[config.mk]
export PLATFORM = sky130hd
export DESIGN_NAME = rst_seq_ctrl_flat
export DESIGN_NICKNAME = d
export VERILOG_FILES = /design/src/rtl/rst_seq_ctrl_if.sv /design/src/rtl/rst_seq_ctrl.sv /design/src/flat_wrapper.sv
export SDC_FILE = /design/constraint.sdc
export NUM_CORES = 1
export LEC_CHECK = 0
export BUFFER_PORTS_ARGS = -buffer_cell sky130_fd_sc_hd__buf_2
export CORE_ASPECT_RATIO = 0.7
export CORE_MARGIN = 1
export CORE_UTILIZATION = 25
export DETAILED_ROUTE_END_ITERATION = 8
export GPL_TIMING_DRIVEN = 0
export PLACE_DENSITY_LB_ADDON = 0.2
export SLEW_MARGIN = 5
export SYNTH_ARGS = -nofsm -noshare
export SYNTH_HDL_FRONTEND = slang
export SYNTH_SLANG_ARGS = --single-unit
[constraint.sdc]
create_clock -name clk -period 3.7 [get_ports clk]
set_input_delay 0.74 -clock clk [delete_from_list [all_inputs] [get_ports clk]]
set_output_delay 0.74 -clock clk [all_outputs]
set_load 0.01 [all_outputs]
[src/rtl/rst_seq_ctrl_if.sv]
// Handshake bundle between the reset-release sequencer and its domains.
// master: the side that drives acks/requests and watches the reset outputs.
// slave : the sequencer itself.
interface rst_seq_ctrl_if #(
  parameter int NUM_DOMAINS = 4,
  parameter int FI_W        = (NUM_DOMAINS > 1) ? $clog2(NUM_DOMAINS) : 1
);
  logic [NUM_DOMAINS-1:0] dom_ack;
  logic                   sw_rst_req;
  logic                   fault_clr;
  logic [NUM_DOMAINS-1:0] dom_rst_n;
  logic                   seq_done;
  logic                   seq_fault;
  logic [FI_W-1:0]        fault_idx;
  logic                   busy;

  modport master (
    output dom_ack, sw_rst_req, fault_clr,
    input  dom_rst_n, seq_done, seq_fault, fault_idx, busy
  );

  modport slave (
    input  dom_ack, sw_rst_req, fault_clr,
    output dom_rst_n, seq_done, seq_fault, fault_idx, busy
  );
endinterface

[src/rtl/rst_seq_ctrl.sv]
// Reset-release sequencer. Releases downstream domains one at a time in
// index order, each after a hold/gap, waiting for that domain's ack before
// moving on. A missing ack (optional timeout) parks the block in FAULT with
// the offending domain pushed back into reset. Everything is synchronous.
module rst_seq_ctrl #(
  parameter int NUM_DOMAINS = 4,
  parameter int GAP_CYCLES  = 16,
  parameter int ACK_TIMEOUT = 1024
) (
  input  logic           clk,
  input  logic           sync_rst_n,
  rst_seq_ctrl_if.slave  bus
);
  localparam int FI_W    = (NUM_DOMAINS > 1) ? $clog2(NUM_DOMAINS) : 1;
  localparam int CNT_MAX = (GAP_CYCLES > ACK_TIMEOUT) ? GAP_CYCLES : ACK_TIMEOUT;
  localparam int CNT_W   = $clog2(CNT_MAX + 1);

  localparam logic [CNT_W-1:0] GAP_LAST = CNT_W'(GAP_CYCLES - 1);
  localparam logic [CNT_W-1:0] TO_LAST  = CNT_W'((ACK_TIMEOUT > 0) ? ACK_TIMEOUT - 1 : 0);
  localparam bit               TO_EN    = (ACK_TIMEOUT > 0);
  localparam logic [FI_W-1:0]  LAST_IDX = FI_W'(NUM_DOMAINS - 1);

  typedef enum logic [2:0] {HOLD, WAIT_ACK, GAP, DONE, FAULT} state_t;

  state_t                 state, state_nxt;
  logic [FI_W-1:0]        idx, idx_nxt;
  logic [CNT_W-1:0]       cnt, cnt_nxt;
  logic [NUM_DOMAINS-1:0] rst_q, rst_nxt;
  logic                   done_q, done_nxt;
  logic                   fault_q, fault_nxt;
  logic [FI_W-1:0]        fidx_q, fidx_nxt;
  logic                   busy_q, busy_nxt;

  // State and registered outputs; sync reset has top priority.
  always_ff @(posedge clk) begin
    if (!sync_rst_n) begin
      state   <= HOLD;
      idx     <= '0;
      cnt     <= '0;
      rst_q   <= '0;
      done_q  <= 1'b0;
      fault_q <= 1'b0;
      fidx_q  <= '0;
      busy_q  <= 1'b0;
    end else begin
      state   <= state_nxt;
      idx     <= idx_nxt;
      cnt     <= cnt_nxt;
      rst_q   <= rst_nxt;
      done_q  <= done_nxt;
      fault_q <= fault_nxt;
      fidx_q  <= fidx_nxt;
      busy_q  <= busy_nxt;
    end
  end

  // Next-state and next-output logic: restart requests first, then the FSM.
  always_comb begin
    state_nxt = state;
    idx_nxt   = idx;
    cnt_nxt   = cnt;
    rst_nxt   = rst_q;
    done_nxt  = done_q;
    fault_nxt = fault_q;
    fidx_nxt  = fidx_q;
    busy_nxt  = busy_q;

    if (bus.sw_rst_req || (bus.fault_clr && state == FAULT)) begin
      // Full re-sequence; a held request keeps cnt pinned at 0 in HOLD.
      state_nxt = HOLD;
      idx_nxt   = '0;
      cnt_nxt   = '0;
      rst_nxt   = '0;
      done_nxt  = 1'b0;
      fault_nxt = 1'b0;
      fidx_nxt  = '0;
      busy_nxt  = 1'b1;
    end else begin
      case (state)
        HOLD: begin
          busy_nxt = 1'b1;
          if (cnt == GAP_LAST) begin
            rst_nxt[0] = 1'b1;
            cnt_nxt    = '0;
            state_nxt  = WAIT_ACK;
          end else begin
            cnt_nxt = cnt + CNT_W'(1);
          end
        end
        WAIT_ACK: begin
          // Ack on the timeout edge still counts as success.
          if (bus.dom_ack[idx]) begin
            cnt_nxt = '0;
            if (idx == LAST_IDX) begin
              state_nxt = DONE;
              done_nxt  = 1'b1;
              busy_nxt  = 1'b0;
            end else begin
              idx_nxt   = idx + FI_W'(1);
              state_nxt = GAP;
            end
          end else if (TO_EN && cnt == TO_LAST) begin
            // Timed-out domain goes back into reset; earlier ones stay out.
            rst_nxt[idx] = 1'b0;
            state_nxt    = FAULT;
            fault_nxt    = 1'b1;
            fidx_nxt     = idx;
            busy_nxt     = 1'b0;
          end else begin
            cnt_nxt = cnt + CNT_W'(1);
          end
        end
        GAP: begin
          if (cnt == GAP_LAST) begin
            rst_nxt[idx] = 1'b1;
            cnt_nxt      = '0;
            state_nxt    = WAIT_ACK;
          end else begin
            cnt_nxt = cnt + CNT_W'(1);
          end
        end
        DONE:    ;
        FAULT:   ;
        default: state_nxt = HOLD;
      endcase
    end
  end

  assign bus.dom_rst_n = rst_q;
  assign bus.seq_done  = done_q;
  assign bus.seq_fault = fault_q;
  assign bus.fault_idx = fidx_q;
  assign bus.busy      = busy_q;
endmodule

[src/flat_wrapper.sv]
// flat-port wrapper written by rule: the top's interface ports become plain ports
module rst_seq_ctrl_flat 
#(
  parameter int NUM_DOMAINS = 4,
  parameter int GAP_CYCLES  = 16,
  parameter int ACK_TIMEOUT = 1024
)
  (clk, sync_rst_n, bus_dom_ack, bus_sw_rst_req, bus_fault_clr, bus_dom_rst_n, bus_seq_done, bus_seq_fault, bus_fault_idx, bus_busy);
  rst_seq_ctrl_if #(.NUM_DOMAINS(NUM_DOMAINS)) bus_i ();
  input  logic clk;
  input  logic sync_rst_n;
  input wire logic [$bits(bus_i.dom_ack)-1:0] bus_dom_ack;
  input wire logic [$bits(bus_i.sw_rst_req)-1:0] bus_sw_rst_req;
  input wire logic [$bits(bus_i.fault_clr)-1:0] bus_fault_clr;
  output wire logic [$bits(bus_i.dom_rst_n)-1:0] bus_dom_rst_n;
  output wire logic [$bits(bus_i.seq_done)-1:0] bus_seq_done;
  output wire logic [$bits(bus_i.seq_fault)-1:0] bus_seq_fault;
  output wire logic [$bits(bus_i.fault_idx)-1:0] bus_fault_idx;
  output wire logic [$bits(bus_i.busy)-1:0] bus_busy;
  assign bus_i.dom_ack = bus_dom_ack;
  assign bus_i.sw_rst_req = bus_sw_rst_req;
  assign bus_i.fault_clr = bus_fault_clr;
  assign bus_dom_rst_n = bus_i.dom_rst_n;
  assign bus_seq_done = bus_i.seq_done;
  assign bus_seq_fault = bus_i.seq_fault;
  assign bus_fault_idx = bus_i.fault_idx;
  assign bus_busy = bus_i.busy;
  rst_seq_ctrl #(.NUM_DOMAINS(NUM_DOMAINS), .GAP_CYCLES(GAP_CYCLES), .ACK_TIMEOUT(ACK_TIMEOUT)) u_core (.clk(clk), .sync_rst_n(sync_rst_n), .bus(bus_i));
endmodule
==> results.toml, run 1 <==
[floorplan]
die_y_microns = 64.1
rows = 22
dieArea_sq_um = 5820
ios = 17
fp.dieW_microns = 90.8
initial_utilization_pct = 26.1
core_sq_um = 5290

[cells_and_area]
syn2layout_area_growth_pct = 15.6
drive_gt1_share_pct = 17.4
final_cell_area_sq_um = 1590
antennaDiodeCount = 0
fin_nets = 192

[route]
viasPerCell = 4.88
vias = 1221
drt_iter0_markers = 90
drc_errors = 0
ant_nets = 0
drt_wl_total_microns = 3450
wire_per_inst_microns = 13.8
drt-pass1-iter-count = 4

[worst_setup_path]
crit_cells = 7
r2r_slack_ps = 1340
worst_setup_path_end_kind = "register"
cp_num_buf_inv = 2
cp_cell_sequence = "buf_2 -> mux4_2 -> nor4_1 -> and2_1 -> buf_4 -> mux2i_1 -> nor2_1"
startpoint = "bus_dom_ack[3]"
path_delay_family = "multiplexers"
cp-endpoint = "u_core.bus.fault_idx[0]"
r2r_start = "u_core.state[2]"
worst_path_largest_cell_delay_ps = 590
cp.arrival_ps = 2550
slowest_stage = "mux4_2"
worstPathMaxFanout = 10
r2r_cells = 6
r2r_end = "u_core.state[2]"
criticalPathCategory = "in2reg"
required_ps = 3860
startpoint_type = "primary input"

[sta]
rsz0062_at_grt = "false"
fin_ws_ps = 1320
slew_violations = 0
worst_slew_pin_slew_ps = 831
min_period_ps = 2380
fin_setup_tns_ps = 0
worst_hold_slack_ps = 465
clock-skew-final_ps = 2.48
setup_violations = 0
fin_crit_sh_pct = 64.4
max_slew_margin_pct = 43.9
clock.fmax_mhz = 420
hold_viol = 0

[synth]
ys_seq_elements = 25
syn_nets = 171
synth_mux_area_share_pct = 3.81
synth-seq-area-share_pct = 36.3
synth_top_family_by_area = "compound AO/OA/AOI/OAI gates"
synth_compound_area_share_pct = 25.8
synthXorXnorAreaFrac_pct = 0.635
synth.top_cells.by_count = "dfxtp_1, nor2_1, a21oi_1, nand2_1, o21ai_0"
yosysTopAreaCell = "dfxtp_1"
synth_top_cells_by_area = "dfxtp_1, ha_1, nor2_1"
synth_warnings = 0
synth-edff-count = 0
synth.cell_area_sq_um = 1380
synth_area_per_cell_sq_um = 8.73
synth_flop_cell = "dfxtp_1"
yosys.cell_types.count = 49
synthAdderAreaFrac_pct = 4.54
synth-async-reset-ratio_pct = 0
syn_inst = 158
yosysMostFrequentCell = "dfxtp_1"
synth.top_cell.area_share_pct = 36.3
synth-simple-area-share_pct = 24.1

[grt]
grt_use_met3_pct = 2.62
grt_max_degree = 14
overflow = 0
grt.met2_usage_pct = 16.1
grt_pass1_vias = 1095
top_usage_layer = "met1"
grt_pass1_wl_microns = 5710
grt_antenna_before_repair = 0
use_met1_pct = 20.5
grt_usage_pct = 12.5

[power_and_ir_drop]
seqPwrFrac_pct = 59.7
switching_power_uw = 101
power_density_nw_per_um2 = 286
ir_drop_uv = 130
p_sw_share_pct = 22.2
clock_power_share_pct = 35.8
p_comb_share_pct = 4.6
power.leakage_uw = 0.000595
p_int_uw = 355
power_uw = 457

[cts]
clk_latency_ps = 270
htreeDepth = 1
cts_root_buf = "clkbuf_8"
hold_buffers = 0
cts_setup_buffers = 0
cts_sinks = 25
cts_buffer_depth = 2
cts_resized = 0
clkTransAtPathRegs_ps = 90
cts-buffers-inserted = 3
cts_tree = "yes"

[placed_design]
dp_hpwl_microns = 2550
io_buffers = 16
place_area_sq_um = 1550
place_worst_setup_slack_ps = 1040
place_congestion = 0.797

[status]
status = "complete, no violations"

[worst_hold_path]
hp-class = "reg2reg"

[job]
drv_cap = 0
==> placed cells by master (no fill, tap or decap), types with 5 or more instances in the layout <==
cell       n
inv_1      7
clkbuf_1   5
buf_2     18
nand2_1    9
a21oi_1    9
ha_1       5
nor2_1    15
o21ai_0    9
dfxtp_1   25
nand3_1    6
==> logic make-up after synthesis <==
| logic type | Yosys count |
|---|---|
| buffers and inverters | 15 |
| AOI/OAI and AO/OA | 47 |
| adders and majority gates | 5 |
| and+or+nand+nor | 61 |
| DFF | 25 |
| muxes | 4 |
| xor gates and xnor gates | 1 |
==> how the worst min path moves through the flow <==
stage / from / to / cells past startpoint
2_1_floorplan: u_core.cnt[10] / u_core.cnt[10] / 1
3_3_place_gp: u_core.bus.seq_fault / u_core.bus.seq_fault / 2
3_5_place_dp: u_core.cnt[10] / u_core.cnt[10] / 1
4_1_cts: u_core.cnt[10] / u_core.cnt[10] / 1
5_1_grt: u_core.cnt[10] / u_core.cnt[10] / 1
6_report: u_core.cnt[10] / u_core.cnt[10] / 1
==> power groups by stage <==
stage,clock (uW),sequential [uW],combinational (uW)
floorplan,0,279,11.4
global placement,0,279,21.1
detailed placement,0,279,20.8
CTS,172,272,20.8
global route,187,273,22.8
finish,163,272,20.9
==> stage by stage <==
step | cells | utilization (%)
after detailed placement | 246 | 29.3
final | 250 | 30.2
after global placement | 246 | 29.3
after global routing | 250 | 30.2
after floorplan | 158 | -
after CTS | 250 | 30.2
==> final cells by class <==
| type | instances | area, sq um |
|---|---|---|
| Fill cell | 589 | 3690 |
| Inverter | 7 | 26.3 |
| Clock buffer | 4 | 45.0 |
| Sequential cell | 25 | 500 |
| Timing Repair Buffer | 16 | 80.1 |
| Multi-Input combinational cell | 118 | 812 |
| Buffer | 8 | 40.0 |
| Tap cell | 72 | 90.1 |
==> metal layers <==
metal | wire (microns) | vias up
li1 | - | 637
met1 | 2030 | 560
met2 | 1290 | 22
met3 | 112 | 2
met4 | 24 | 0
met5 | 0 | -
Note: power is estimated with default switching activity, not from simulation.
==> run 2, diff against run 1 <==
--- a/config.mk
+++ b/config.mk
@@ -5,6 +5,7 @@
 export SDC_FILE = /design/constraint.sdc
 export NUM_CORES = 1
 export LEC_CHECK = 0
+export ABC_AREA = 1
 export BUFFER_PORTS_ARGS = -buffer_cell sky130_fd_sc_hd__buf_2
 export CORE_ASPECT_RATIO = 0.7
 export CORE_MARGIN = 1
==> constraint.sdc (replaced) <==
create_clock -name clk -period 2.04 [get_ports clk]
set_input_delay 0.408 -clock clk [delete_from_list [all_inputs] [get_ports clk]]
set_output_delay 0.408 -clock clk [all_outputs]
set_load 0.01 [all_outputs]
==> run 2 against run 1 <==
Compared with the run above: the flow now finishes with violations (design-rule violations); first-iteration DRC count increased by 3.3%; via count is 26% higher; combinational power is 120% higher; worst hold slack worse by 110 ps; die area grew 16%; clock power up 88%; final cell count rose by 37%; non-clock buffer count down 3; routed wire length grew 15%; sequential share of layout area fell by 4.1 points; synthesized cell count rose by 55%; largest power group unchanged.
==> results.toml, run 2 <==
[status]
status = "finished, violations left"
violations = "design-rule violations"

[floorplan]
dieArea_sq_um = 6750
fp.dieW_microns = 97.8
core_sq_um = 6220
initial_utilization_pct = 25.8
rows = 24
die_y_microns = 69.0
ios = 17

[sta]
hold_viol = 0
setup_violations = 0
clock-skew-final_ps = 2.34
worst_slew_pin_slew_ps = 298
min_period_ps = 1800
clock.fmax_mhz = 554
fin_setup_tns_ps = 0
max_slew_margin_pct = 80.0
fin_crit_sh_pct = 88.4
rsz0062_at_grt = "false"
slew_violations = 0

[grt]
grt_antenna_before_repair = 0
grt_usage_pct = 12.6
grt_max_degree = 14
grt_pass1_vias = 1386
grt_pass1_wl_microns = 6850
overflow = 0

[synth]
synth_warnings = 0
syn_inst = 245
synth_area_per_cell_sq_um = 6.55
synth-edff-count = 0
yosysMostFrequentCell = "nand2_1"
synth-seq-area-share_pct = 31.2
synth-async-reset-ratio_pct = 0
synth.cell_area_sq_um = 1610
yosys.cell_types.count = 24
synth.top_cell.area_share_pct = 31.2
syn_nets = 258
synth_flop_cell = "dfxtp_1"
ys_seq_elements = 25
yosysTopAreaCell = "dfxtp_1"
synth.top_cells.by_count = "nand2_1, nor2_1, dfxtp_1"
synth_top_cells_by_area = "dfxtp_1, nand2_1, nor2_1"

[worst_hold_path]
worstHoldStart = "sync_rst_n"
hp-class = "in2reg"
hold_end = "u_core.bus.busy"
min_path_cells = 3

[route]
vias = 1533
ant_nets = 0
wire_per_inst_microns = 11.6
drt_wl_total_microns = 3970
drt-pass1-iter-count = 6
viasPerCell = 4.47
drt_iter0_markers = 93
drc_errors = 2

[cts]
cts_buffer_depth = 2
clkTransAtPathRegs_ps = 90
cts_root_buf = "clkbuf_8"
cts-buffers-inserted = 3
htreeDepth = 1
cts_tree = "yes"
hold_buffers = 0
cts_sinks = 25
clk_latency_ps = 270

[worst_setup_path]
r2r_end = "u_core.cnt[0]"
criticalPathCategory = "reg2reg"
startpoint_type = "register"
r2r_slack_ps = 240
worst_setup_path_end_kind = "register"
r2r_start = "u_core.cnt[0]"
r2r_cells = 8
worstPathMaxFanout = 7
required_ps = 2210
cp.arrival_ps = 1980

[job]
drv_cap = 0

[power_and_ir_drop]
power_uw = 848
power_density_nw_per_um2 = 463
power.leakage_uw = 0.000758
ir_drop_uv = 218

[placed_design]
place_congestion = 0.796
dp_hpwl_microns = 3010
io_buffers = 16

[cells_and_area]
fin_nets = 279
antennaDiodeCount = 0
final_cell_mix = "nand2_1, nor2_1, dfxtp_1"
finalCoreUtilization_pct = 29.4
drive_gt1_share_pct = 19.2
final_common_cell = "nand2_1"
syn2layout_area_growth_pct = 14.0
## run 2: cell count changes in the layout (fill, tap and decap cells not counted), moves of 6 or more
| cell | delta |
|---|---|
| inv_2 | +6 |
| inv_1 | +12 |
| nor2_1 | +15 |
| nand3_1 | +13 |
| nand2_1 | +63 |
| a21oi_1 | +13 |
## run 2: cells by family (layout without fill, tap and decap cells)
family,after synthesis,after routing,synth area share (%)
flip-flops,25,25,31.2
AO/OA/AOI/OAI,38,38,13.2
XOR/XNOR,6,6,3.27
AND/OR/NAND/NOR,141,141,40.1
adder cells (fa/ha/maj),5,5,3.90
buffers and inverters,30,50,8.42
## run 2: cell type report
type                    count  area [sq um]
well taps                  78          97.6
inverters                  25          93.8
plain buffers               5          41.3
clock buffers               4          45.0
repair buffers             16          80.1
multi-input cells         190           972
fillers                   678          4390
flip-flops and latches     25           500
## run 2: per-layer routing
layer / global-route usage [%] / share of wire, % / wire length (microns)
met5: 0 / 0 / 0
met4: 2.53 / 0.68 / 27
met3: 2.84 / 4.1 / 161
met2: 16.5 / 34 / 1370
met1: 20.2 / 61 / 2410
## run 2: worst max-delay path by stage
stage,from,to,depth (start not counted)
2_1_floorplan,u_core.cnt[0],register,10
3_3_place_gp,u_core.cnt[0],u_core.cnt[0],8
3_5_place_dp,u_core.cnt[0],register,10
4_1_cts,u_core.cnt[0],register,10
5_1_grt,u_core.cnt[0],register,10
6_report,u_core.cnt[0],u_core.cnt[0],8
## run 2: where the power goes
part           switching (uW)  internal (uW)
sequential               3.80            491
combinational            29.6           16.6
clock                     167            140
## run 2: metrics by stage
step	setup slack [ps]	std cells	area, sq um	hold slack, ps
3_3_place_gp	203	339	1780	442
6_report	237	343	1830	359
5_1_grt	27.8	343	1830	368
2_1_floorplan	467	245	1610	464
3_5_place_dp	214	339	1780	443
4_1_cts	199	343	1830	359
## run 2: repair_timing
action	in CTS	in global routing
resized for setup	0	1
endpoints found under the setup margin	0	3
buffers inserted	0	0
## run 2: worst max-delay path: stages, from the launching register on
cell     delay [ps]
dfxtp_1         470
ha_2            290
nand3_1         160
nor2_1          140
nand2_1         110
nand2_1         130
o21ai_0         150
o21ai_0         200
nor2_1           50
